===== src/rtl/ltpi_link_training_fsm.sv =====
// ltpi_link_training_fsm
// ----------------------
// LTPI link training and monitoring state machine for one link endpoint. Sits between the
// LTPI frame decoder (rx) and the frame encoder (tx). Training walks
// Detect -> Speed -> Advertise -> Configure (SCM) / Accept (HPM) -> Operational, picks the
// fastest speed both ends support, and supervises the operational link for lost or
// corrupted frames.
//
// Parameters
//   ROLE        0 = SCM (sends Configure, waits Accept), 1 = HPM (waits Configure, sends Accept)
//   SPD_W       width of the speed capability vectors, higher bit index = faster speed
//   DETECT_CNT  consecutive good Detect frames needed to leave Detect
//   SPEED_CNT   consecutive good Speed frames needed to leave Speed
//   ADV_CNT     consecutive good Advertise frames needed to leave / arm Advertise
//   LOST_THR    consecutive bad or missing frames in Operational that declare link loss
//   TMO_CYC     per-state timeout in clock cycles (Speed, Advertise, Configure, Accept)
//
// Ports
//   i_clk, i_reset_n        link clock, asynchronous active-low reset
//   i_rx_frm_vld            one-cycle strobe: decoded frame available
//   i_rx_frm_type           1 Detect, 2 Speed, 3 Advertise, 4 Configure, 5 Accept, 6 Default-IO
//   i_rx_crc_err            qualifies i_rx_frm_vld: frame failed CRC
//   i_rx_frm_miss           one-cycle strobe: expected frame slot passed without a frame
//   i_rx_spd_cap            remote speed capability, valid with a Speed frame
//   i_local_spd_cap         local speed capability (static)
//   i_force_retrain         level: hold the link in Detect
//   i_err_cnt_clr           clears the error counters
//   o_tx_frm_type           frame type the encoder sends next
//   o_state                 0 Detect .. 5 Operational, 6 LinkLost
//   o_speed_sel             one-hot negotiated speed, 0 until negotiated
//   o_link_up               high only in Operational
//   o_spd_mismatch          one-cycle pulse: no common speed
//   o_crc_err_cnt           saturating CRC error count
//   o_link_lost_cnt         saturating link-loss count
//
// Build option
//   LTPI_LINK_ERR_CNT_EN    when defined, the CRC-error and link-loss counters are built;
//                           otherwise both count outputs are tied to 0 and i_err_cnt_clr
//                           is ignored.

module ltpi_link_training_fsm #(
    parameter int unsigned ROLE       = 0,
    parameter int unsigned SPD_W      = 8,
    parameter int unsigned DETECT_CNT = 7,
    parameter int unsigned SPEED_CNT  = 7,
    parameter int unsigned ADV_CNT    = 7,
    parameter int unsigned LOST_THR   = 3,
    parameter int unsigned TMO_CYC    = 1_000_000
) (
    input  logic             i_clk,
    input  logic             i_reset_n,
    input  logic             i_rx_frm_vld,
    input  logic [2:0]       i_rx_frm_type,
    input  logic             i_rx_crc_err,
    input  logic             i_rx_frm_miss,
    input  logic [SPD_W-1:0] i_rx_spd_cap,
    input  logic [SPD_W-1:0] i_local_spd_cap,
    input  logic             i_force_retrain,
    input  logic             i_err_cnt_clr,
    output logic [2:0]       o_tx_frm_type,
    output logic [2:0]       o_state,
    output logic [SPD_W-1:0] o_speed_sel,
    output logic             o_link_up,
    output logic             o_spd_mismatch,
    output logic [15:0]      o_crc_err_cnt,
    output logic [15:0]      o_link_lost_cnt
);

    // ------------------------------------------------------------------------------------
    // Local parameters
    // ------------------------------------------------------------------------------------
    localparam int unsigned CNT_MAX =
        (DETECT_CNT > SPEED_CNT) ? ((DETECT_CNT > ADV_CNT) ? DETECT_CNT : ADV_CNT)
                                 : ((SPEED_CNT > ADV_CNT) ? SPEED_CNT : ADV_CNT);
    localparam int unsigned MCNT_W = $clog2(CNT_MAX + 1);
    localparam int unsigned LOST_W = $clog2(LOST_THR + 1);
    localparam int unsigned TMO_W  = (TMO_CYC > 1) ? $clog2(TMO_CYC) : 1;

    localparam logic [MCNT_W-1:0] DET_THR  = MCNT_W'(DETECT_CNT);
    localparam logic [MCNT_W-1:0] SPD_THR  = MCNT_W'(SPEED_CNT);
    localparam logic [MCNT_W-1:0] ADV_THR  = MCNT_W'(ADV_CNT);
    localparam logic [LOST_W-1:0] LOST_LIM = LOST_W'(LOST_THR);
    localparam logic [TMO_W-1:0]  TMO_THR  = TMO_W'(TMO_CYC - 1);

    localparam logic [2:0] FRM_DETECT = 3'd1;
    localparam logic [2:0] FRM_SPEED  = 3'd2;
    localparam logic [2:0] FRM_ADV    = 3'd3;
    localparam logic [2:0] FRM_CFG    = 3'd4;
    localparam logic [2:0] FRM_ACC    = 3'd5;
    localparam logic [2:0] FRM_DIO    = 3'd6;

    typedef enum logic [2:0] {
        StDetect      = 3'd0,
        StSpeed       = 3'd1,
        StAdvertise   = 3'd2,
        StConfigure   = 3'd3,
        StAccept      = 3'd4,
        StOperational = 3'd5,
        StLinkLost    = 3'd6
    } state_t;

    // ------------------------------------------------------------------------------------
    // Helpers
    // ------------------------------------------------------------------------------------
    // Keep only the highest set bit: the fastest speed both ends support.
    function automatic logic [SPD_W-1:0] f_msb_onehot(input logic [SPD_W-1:0] v);
        logic [SPD_W-1:0] r;
        r = '0;
        for (int i = 0; i < SPD_W; i++) begin
            if (v[i]) begin
                r    = '0;
                r[i] = 1'b1;
            end
        end
        return r;
    endfunction

    function automatic logic [2:0] f_tx_type(input state_t s);
        logic [2:0] t;
        case (s)
            StDetect:      t = FRM_DETECT;
            StSpeed:       t = FRM_SPEED;
            StAdvertise:   t = FRM_ADV;
            StConfigure:   t = FRM_CFG;
            StAccept:      t = FRM_ACC;
            StOperational: t = FRM_DIO;
            default:       t = FRM_DETECT;
        endcase
        return t;
    endfunction

    // ------------------------------------------------------------------------------------
    // Registers and next-state wires
    // ------------------------------------------------------------------------------------
    state_t            r_state,     w_state_d;
    logic [MCNT_W-1:0] r_match,     w_match_d;
    logic              r_adv_done,  w_adv_done_d;
    logic [LOST_W-1:0] r_lost,      w_lost_d;
    logic [TMO_W-1:0]  r_tmo,       w_tmo_d;
    logic [SPD_W-1:0]  r_speed_sel, w_speed_d;
    logic              r_spd_mism,  w_mism_d;
    logic [2:0]        r_tx_type;
    logic              r_link_up;

    logic              w_good;
    logic              w_bad;
    logic              w_timed;
    logic [SPD_W-1:0]  w_common;
    logic [MCNT_W-1:0] w_match_inc;
    logic [LOST_W-1:0] w_lost_inc;

    // A miss strobe coinciding with a frame strobe counts as one bad event.
    assign w_good      = i_rx_frm_vld & ~i_rx_crc_err & ~i_rx_frm_miss;
    assign w_bad       = (i_rx_frm_vld & i_rx_crc_err) | i_rx_frm_miss;
    assign w_common    = i_local_spd_cap & i_rx_spd_cap;
    assign w_match_inc = r_match + 1'b1;
    assign w_lost_inc  = r_lost + 1'b1;
    assign w_timed     = (r_state == StSpeed)     || (r_state == StAdvertise) ||
                         (r_state == StConfigure) || (r_state == StAccept);

    // ------------------------------------------------------------------------------------
    // Next-state logic
    // ------------------------------------------------------------------------------------
    always_comb begin
        w_state_d    = r_state;
        w_match_d    = r_match;
        w_adv_done_d = r_adv_done;
        w_lost_d     = r_lost;
        w_speed_d    = r_speed_sel;
        w_mism_d     = 1'b0;

        if (w_bad) begin
            w_match_d = '0;
        end

        if (i_force_retrain) begin
            w_state_d = StDetect;
        end else if (w_timed && (r_tmo == TMO_THR)) begin
            w_state_d = StDetect;
        end else begin
            case (r_state)
                StDetect: begin
                    if (w_good) begin
                        if (i_rx_frm_type == FRM_DETECT) begin
                            w_match_d = w_match_inc;
                            if (w_match_inc == DET_THR) begin
                                w_state_d = StSpeed;
                            end
                        end else begin
                            w_match_d = '0;
                        end
                    end
                end

                StSpeed: begin
                    if (w_good) begin
                        if (i_rx_frm_type == FRM_SPEED) begin
                            if (w_common == '0) begin
                                w_mism_d  = 1'b1;
                                w_state_d = StDetect;
                            end else begin
                                w_speed_d = f_msb_onehot(w_common);
                                w_match_d = w_match_inc;
                                if (w_match_inc == SPD_THR) begin
                                    w_state_d = StAdvertise;
                                end
                            end
                        end else begin
                            w_match_d = '0;
                        end
                    end
                end

                StAdvertise: begin
                    if (w_good) begin
                        if (i_rx_frm_type == FRM_ADV) begin
                            // HPM stays here once armed; the counter stops so it cannot wrap.
                            if (!r_adv_done) begin
                                w_match_d = w_match_inc;
                                if (w_match_inc == ADV_THR) begin
                                    if (ROLE == 0) begin
                                        w_state_d = StConfigure;
                                    end else begin
                                        w_adv_done_d = 1'b1;
                                    end
                                end
                            end
                        end else if ((ROLE != 0) && r_adv_done &&
                                     (i_rx_frm_type == FRM_CFG)) begin
                            w_state_d = StAccept;
                        end else begin
                            w_match_d = '0;
                        end
                    end
                end

                StConfigure: begin
                    if (w_good && (i_rx_frm_type == FRM_ACC)) begin
                        w_state_d = StOperational;
                    end
                end

                StAccept: begin
                    if (w_good && (i_rx_frm_type == FRM_DIO)) begin
                        w_state_d = StOperational;
                    end
                end

                StOperational: begin
                    if (w_bad) begin
                        w_lost_d = w_lost_inc;
                        if (w_lost_inc == LOST_LIM) begin
                            w_state_d = StLinkLost;
                        end
                    end else if (w_good) begin
                        w_lost_d = '0;
                    end
                end

                StLinkLost: begin
                    w_state_d = StDetect;
                end

                default: begin
                    w_state_d = StDetect;
                end
            endcase
        end

        // Every per-state counter restarts on a state change; a held retrain keeps Detect idle.
        if ((w_state_d != r_state) || i_force_retrain) begin
            w_match_d    = '0;
            w_adv_done_d = 1'b0;
            w_lost_d     = '0;
        end

        if (w_state_d == StDetect) begin
            w_speed_d = '0;
        end
    end

    always_comb begin
        w_tmo_d = '0;
        if ((w_state_d == r_state) && w_timed) begin
            w_tmo_d = r_tmo + 1'b1;
        end
    end

    // ------------------------------------------------------------------------------------
    // State and output registers
    // ------------------------------------------------------------------------------------
    always_ff @(posedge i_clk or negedge i_reset_n) begin
        if (!i_reset_n) begin
            r_state     <= StDetect;
            r_match     <= '0;
            r_adv_done  <= 1'b0;
            r_lost      <= '0;
            r_tmo       <= '0;
            r_speed_sel <= '0;
            r_spd_mism  <= 1'b0;
            r_tx_type   <= FRM_DETECT;
            r_link_up   <= 1'b0;
        end else begin
            r_state     <= w_state_d;
            r_match     <= w_match_d;
            r_adv_done  <= w_adv_done_d;
            r_lost      <= w_lost_d;
            r_tmo       <= w_tmo_d;
            r_speed_sel <= w_speed_d;
            r_spd_mism  <= w_mism_d;
            r_tx_type   <= f_tx_type(w_state_d);
            r_link_up   <= (w_state_d == StOperational);
        end
    end

    assign o_state        = r_state;
    assign o_tx_frm_type  = r_tx_type;
    assign o_speed_sel    = r_speed_sel;
    assign o_link_up      = r_link_up;
    assign o_spd_mismatch = r_spd_mism;

    // ------------------------------------------------------------------------------------
    // Error counters
    // ------------------------------------------------------------------------------------
`ifdef LTPI_LINK_ERR_CNT_EN
    logic [15:0] r_crc_cnt;
    logic [15:0] r_ll_cnt;
    logic        w_crc_ev;
    logic        w_ll_ev;

    assign w_crc_ev = i_rx_frm_vld & i_rx_crc_err;
    assign w_ll_ev  = (w_state_d == StLinkLost) && (r_state != StLinkLost);

    always_ff @(posedge i_clk or negedge i_reset_n) begin
        if (!i_reset_n) begin
            r_crc_cnt <= '0;
            r_ll_cnt  <= '0;
        end else if (i_err_cnt_clr) begin
            r_crc_cnt <= '0;
            r_ll_cnt  <= '0;
        end else begin
            if (w_crc_ev && (r_crc_cnt != 16'hFFFF)) begin
                r_crc_cnt <= r_crc_cnt + 16'd1;
            end
            if (w_ll_ev && (r_ll_cnt != 16'hFFFF)) begin
                r_ll_cnt <= r_ll_cnt + 16'd1;
            end
        end
    end

    assign o_crc_err_cnt   = r_crc_cnt;
    assign o_link_lost_cnt = r_ll_cnt;
`else
    logic w_unused_clr;
    assign w_unused_clr    = i_err_cnt_clr;
    assign o_crc_err_cnt   = 16'd0;
    assign o_link_lost_cnt = 16'd0;
`endif

endmodule


===== config.mk =====
export PLATFORM = sky130hd
export DESIGN_NAME = ltpi_link_training_fsm
export DESIGN_NICKNAME = d
export VERILOG_FILES = /design/src/rtl/ltpi_link_training_fsm.sv
export SDC_FILE = /design/constraint.sdc
export NUM_CORES = 1
export LEC_CHECK = 0
export ABC_CLOCK_PERIOD_IN_PS = 2100
export BUFFER_PORTS_ARGS = -buffer_cell sky130_fd_sc_hd__buf_2
export CORE_MARGIN = 8
export CORE_UTILIZATION = 48
export DETAILED_ROUTE_END_ITERATION = 6
export GPL_TIMING_DRIVEN = 0
export HOLD_SLACK_MARGIN = 0.02
export MAX_ROUTING_LAYER = met4
export PLACE_DENSITY = 0.77
export REMOVE_ABC_BUFFERS = 1
export SLEW_MARGIN = 20
export SYNTH_ARGS = -nofsm -noshare
export SYNTH_HDL_FRONTEND = slang
export SYNTH_SLANG_ARGS = --single-unit

===== constraint.sdc =====
create_clock -name i_clk -period 2.1 [get_ports i_clk]
set_input_delay 0.63 -clock i_clk [delete_from_list [all_inputs] [get_ports i_clk]]
set_output_delay 0.63 -clock i_clk [all_outputs]
set_load 0.005 [all_outputs]

==> run metrics <==
status=finished, violations left; failing checks=negative setup slack; clock sinks=41; Highest Signal Layer=met4; die height=92.9 µm; final cell count without fillers=462; post-synth cell types=60; critical path launch point=i_local_spd_cap[0]; Slew Limit Fails=0; Post-synth EDFFs=0; r2r worst-path depth=9; clk_lat worst skew=0.30 ns; routed wl met2=4950 µm; first-pass GRT wire length=13,700 µm; hold_buf cts=0; GRT Util Overall=20.7%; Core Footprint=0.00582 mm²; Area Overhead vs Synth=38.4%; FMAX=394 MHz; FFs w/ async S/R, synth=100%; pin count of the biggest net entering global routing=42; full die area=0.00864 mm²; total gr overflow=0; register area share after synthesis=36.2%; final critical-path required period=2.54 ns; WL final=9880 µm; DRT antenna net count=0; PnR worst setup slack=-0.440 ns; endpoints failing setup=35; # diodes=0; met3 routed WL=968 µm; CP startpoint kind=input pin; FP Rows=28; Hold Path Class=input pin to asynchronous set/reset pin; PwrDens=425 mW/mm²; share of cells above drive strength 1=48.1%; DR vias/cell=6.04; nets@finish=416; Initial DRC Count=213; total number of vias=2,790; Yosys reg bits=41; crit path to=r_tmo[19]$_DFF_PN0_; Slew headroom=37.4%; VDD IR max=0.259 mV; RSZ-0062 raised after global routing=true; initial antenna violation count=0; Critical Path AT=2.72 ns; clock-pin slew on the worst setup and hold paths=0.08 ns; leakage=1.66 nW; R2R setup slack=-0.34 ns; Worst Setup Path Type=input pin to flop; Worst-Margin Slew=0.939 ns; worst reg2reg endpoint=r_tmo[19]$_DFF_PN0_; max-cap check violation count=0; synthesized area=0.00284 mm²; Final period util=121%; Metal-1 WL=3390 µm; DRT Pass-1 Iters=6; worst path required time=2.28 ns; num ports=74; DRC Markers=0; IO buf count=40; final hold viol count=0; CP max FO=6; setup tns final=-12.11 ns; Crit. End Element=flop; clock skew=0.0111 ns; CTS Buffer Depth=2; cell count after placement=397; vias in the first global route=2,742; Post-synth top flop=dfrtp_1; Root Buffer=clkbuf_8; die width=92.9 µm; Avg WL per Cell=21.4 µm; Reg-to-Reg Start=o_state[1]$_DFF_PN0_; Starting Density=48.9%; YS warnings=0; TritonCTS clock tree=built; DP HPWL=4460 µm; Post-Synthesis Cells=291; RePlAce Congestion=0.934; CTS Buf Count=5; H-tree Lvls=2; Mapped Avg Cell Area=9.76 µm²
## metrics by stage
stage	setup WS (ns)	utilization [%]	hold slack (ns)	total power [mW]	cell area [µm²]
2_1_floorplan	-1.60	-	0.334	0.883	2640
3_3_place_gp	-2.39	50.4	0.503	0.944	2930
3_5_place_dp	-1.34	51.1	0.509	0.952	2970
4_1_cts	-0.152	65.6	0.478	1.65	3810
5_1_grt	-0.508	67.6	0.534	1.72	3930
6_report	-0.440	67.6	0.454	1.67	3930
## cell usage after synthesis (6+ instances only)
master	number	share of area (%)
a21oi_1	14	2.5
xnor2_1	10	3.1
dfrtp_1	40	35
nor3_1	6	1.1
nor3_2	17	6.0
xor2_1	10	3.1
nand2_1	22	2.9
nand4_1	8	1.8
inv_1	8	1.1
buf_4	32	8.5
nand3_1	14	2.5
nor2_1	16	2.1
## layout make-up
type / count / area, µm²
clock inverters: 2 / 35.0
clock buffers: 6 / 72.6
well taps: 75 / 93.8
fillers: 396 / 1880
multi-input cells: 233 / 1920
repair buffers: 97 / 754
flip-flops and latches: 41 / 1030
inverters: 8 / 30.0
## worst min path at each step
stage                                          start                         end  slack [ns]
after floorplan                            i_reset_n         o_link_up$_DFF_PN0_        0.33
after global placement    o_speed_sel[5]$_DFFE_PN0P_  o_speed_sel[5]$_DFFE_PN0P_        0.50
after detailed placement  o_speed_sel[4]$_DFFE_PN0P_  o_speed_sel[4]$_DFFE_PN0P_        0.51
after CTS                                  i_reset_n          r_tmo[1]$_DFF_PN0_        0.48
after global routing                       i_reset_n          r_tmo[1]$_DFF_PN0_        0.53
final                                      i_reset_n  o_speed_sel[1]$_DFFE_PN0P_        0.45
## kinds of logic (layout without fill, tap and decap cells)
group | after synthesis | after routing | synth area share, %
AND/OR/NAND/NOR | 129 | 129 | 29.5
XOR/XNOR | 20 | 20 | 6.16
other | 1 | 32 | 0.132
adder cells (fa/ha/maj) | 4 | 4 | 1.76
buffers and inverters | 49 | 113 | 12.3
multiplexers | 6 | 6 | 2.16
AO/OA/AOI/OAI | 41 | 42 | 11.8
flip-flops | 41 | 41 | 36.2
## registers in the layout (all words and copies together), names as in the netlist
register        cells
r_tmo              20
r_lost              2
o_speed_sel         8
o_tx_frm_type       3
o_spd_mismatch      1
r_match             3
o_link_up           1
o_state             3
## routing by layer
layer  global-route usage (%)  vias up
li1                         -     1172
met1                     21.4     1328
met2                     35.9      218
met3                     4.29       72
met4                     11.8        0
met5                        -        -
## critical path: stages
cell	delay [ns]
buf_2	0.12
a222oi_1	0.35
buf_4	0.19
nand3_4	0.08
buf_6	0.16
a311oi_4	0.33
a221oi_4	0.16
buf_4	0.18
a22oi_4	0.25
clkbuf_16	0.22
nor3_2	0.05
## power by group
group | switching, mW | internal, mW | total (mW)
Combinational | 0.143 | 0.0917 | 0.235
Sequential | 0.00310 | 0.792 | 0.795
Clock | 0.290 | 0.353 | 0.643
## cell usage in the layout, fill, tap and decap left out, types with 10 or more instances in the layout
cell	n
buf_2	38
buf_4	37
dfrtp_1	36
conb_1	32
nand2_1	21
buf_6	17
nor3_2	16
nand3_1	13
nor2_1	11
xnor2_1	10
## timing repair
item | in CTS | in global routing
setup buffers | 45 | 13
gates resized for setup | 64 | 23
cloned | 3 | 0
hold endpoints to repair | 0 | 0
endpoints found under the setup margin | 38 | 37
pin swaps | 29 | 20
Power figures use the tool's default switching activity.
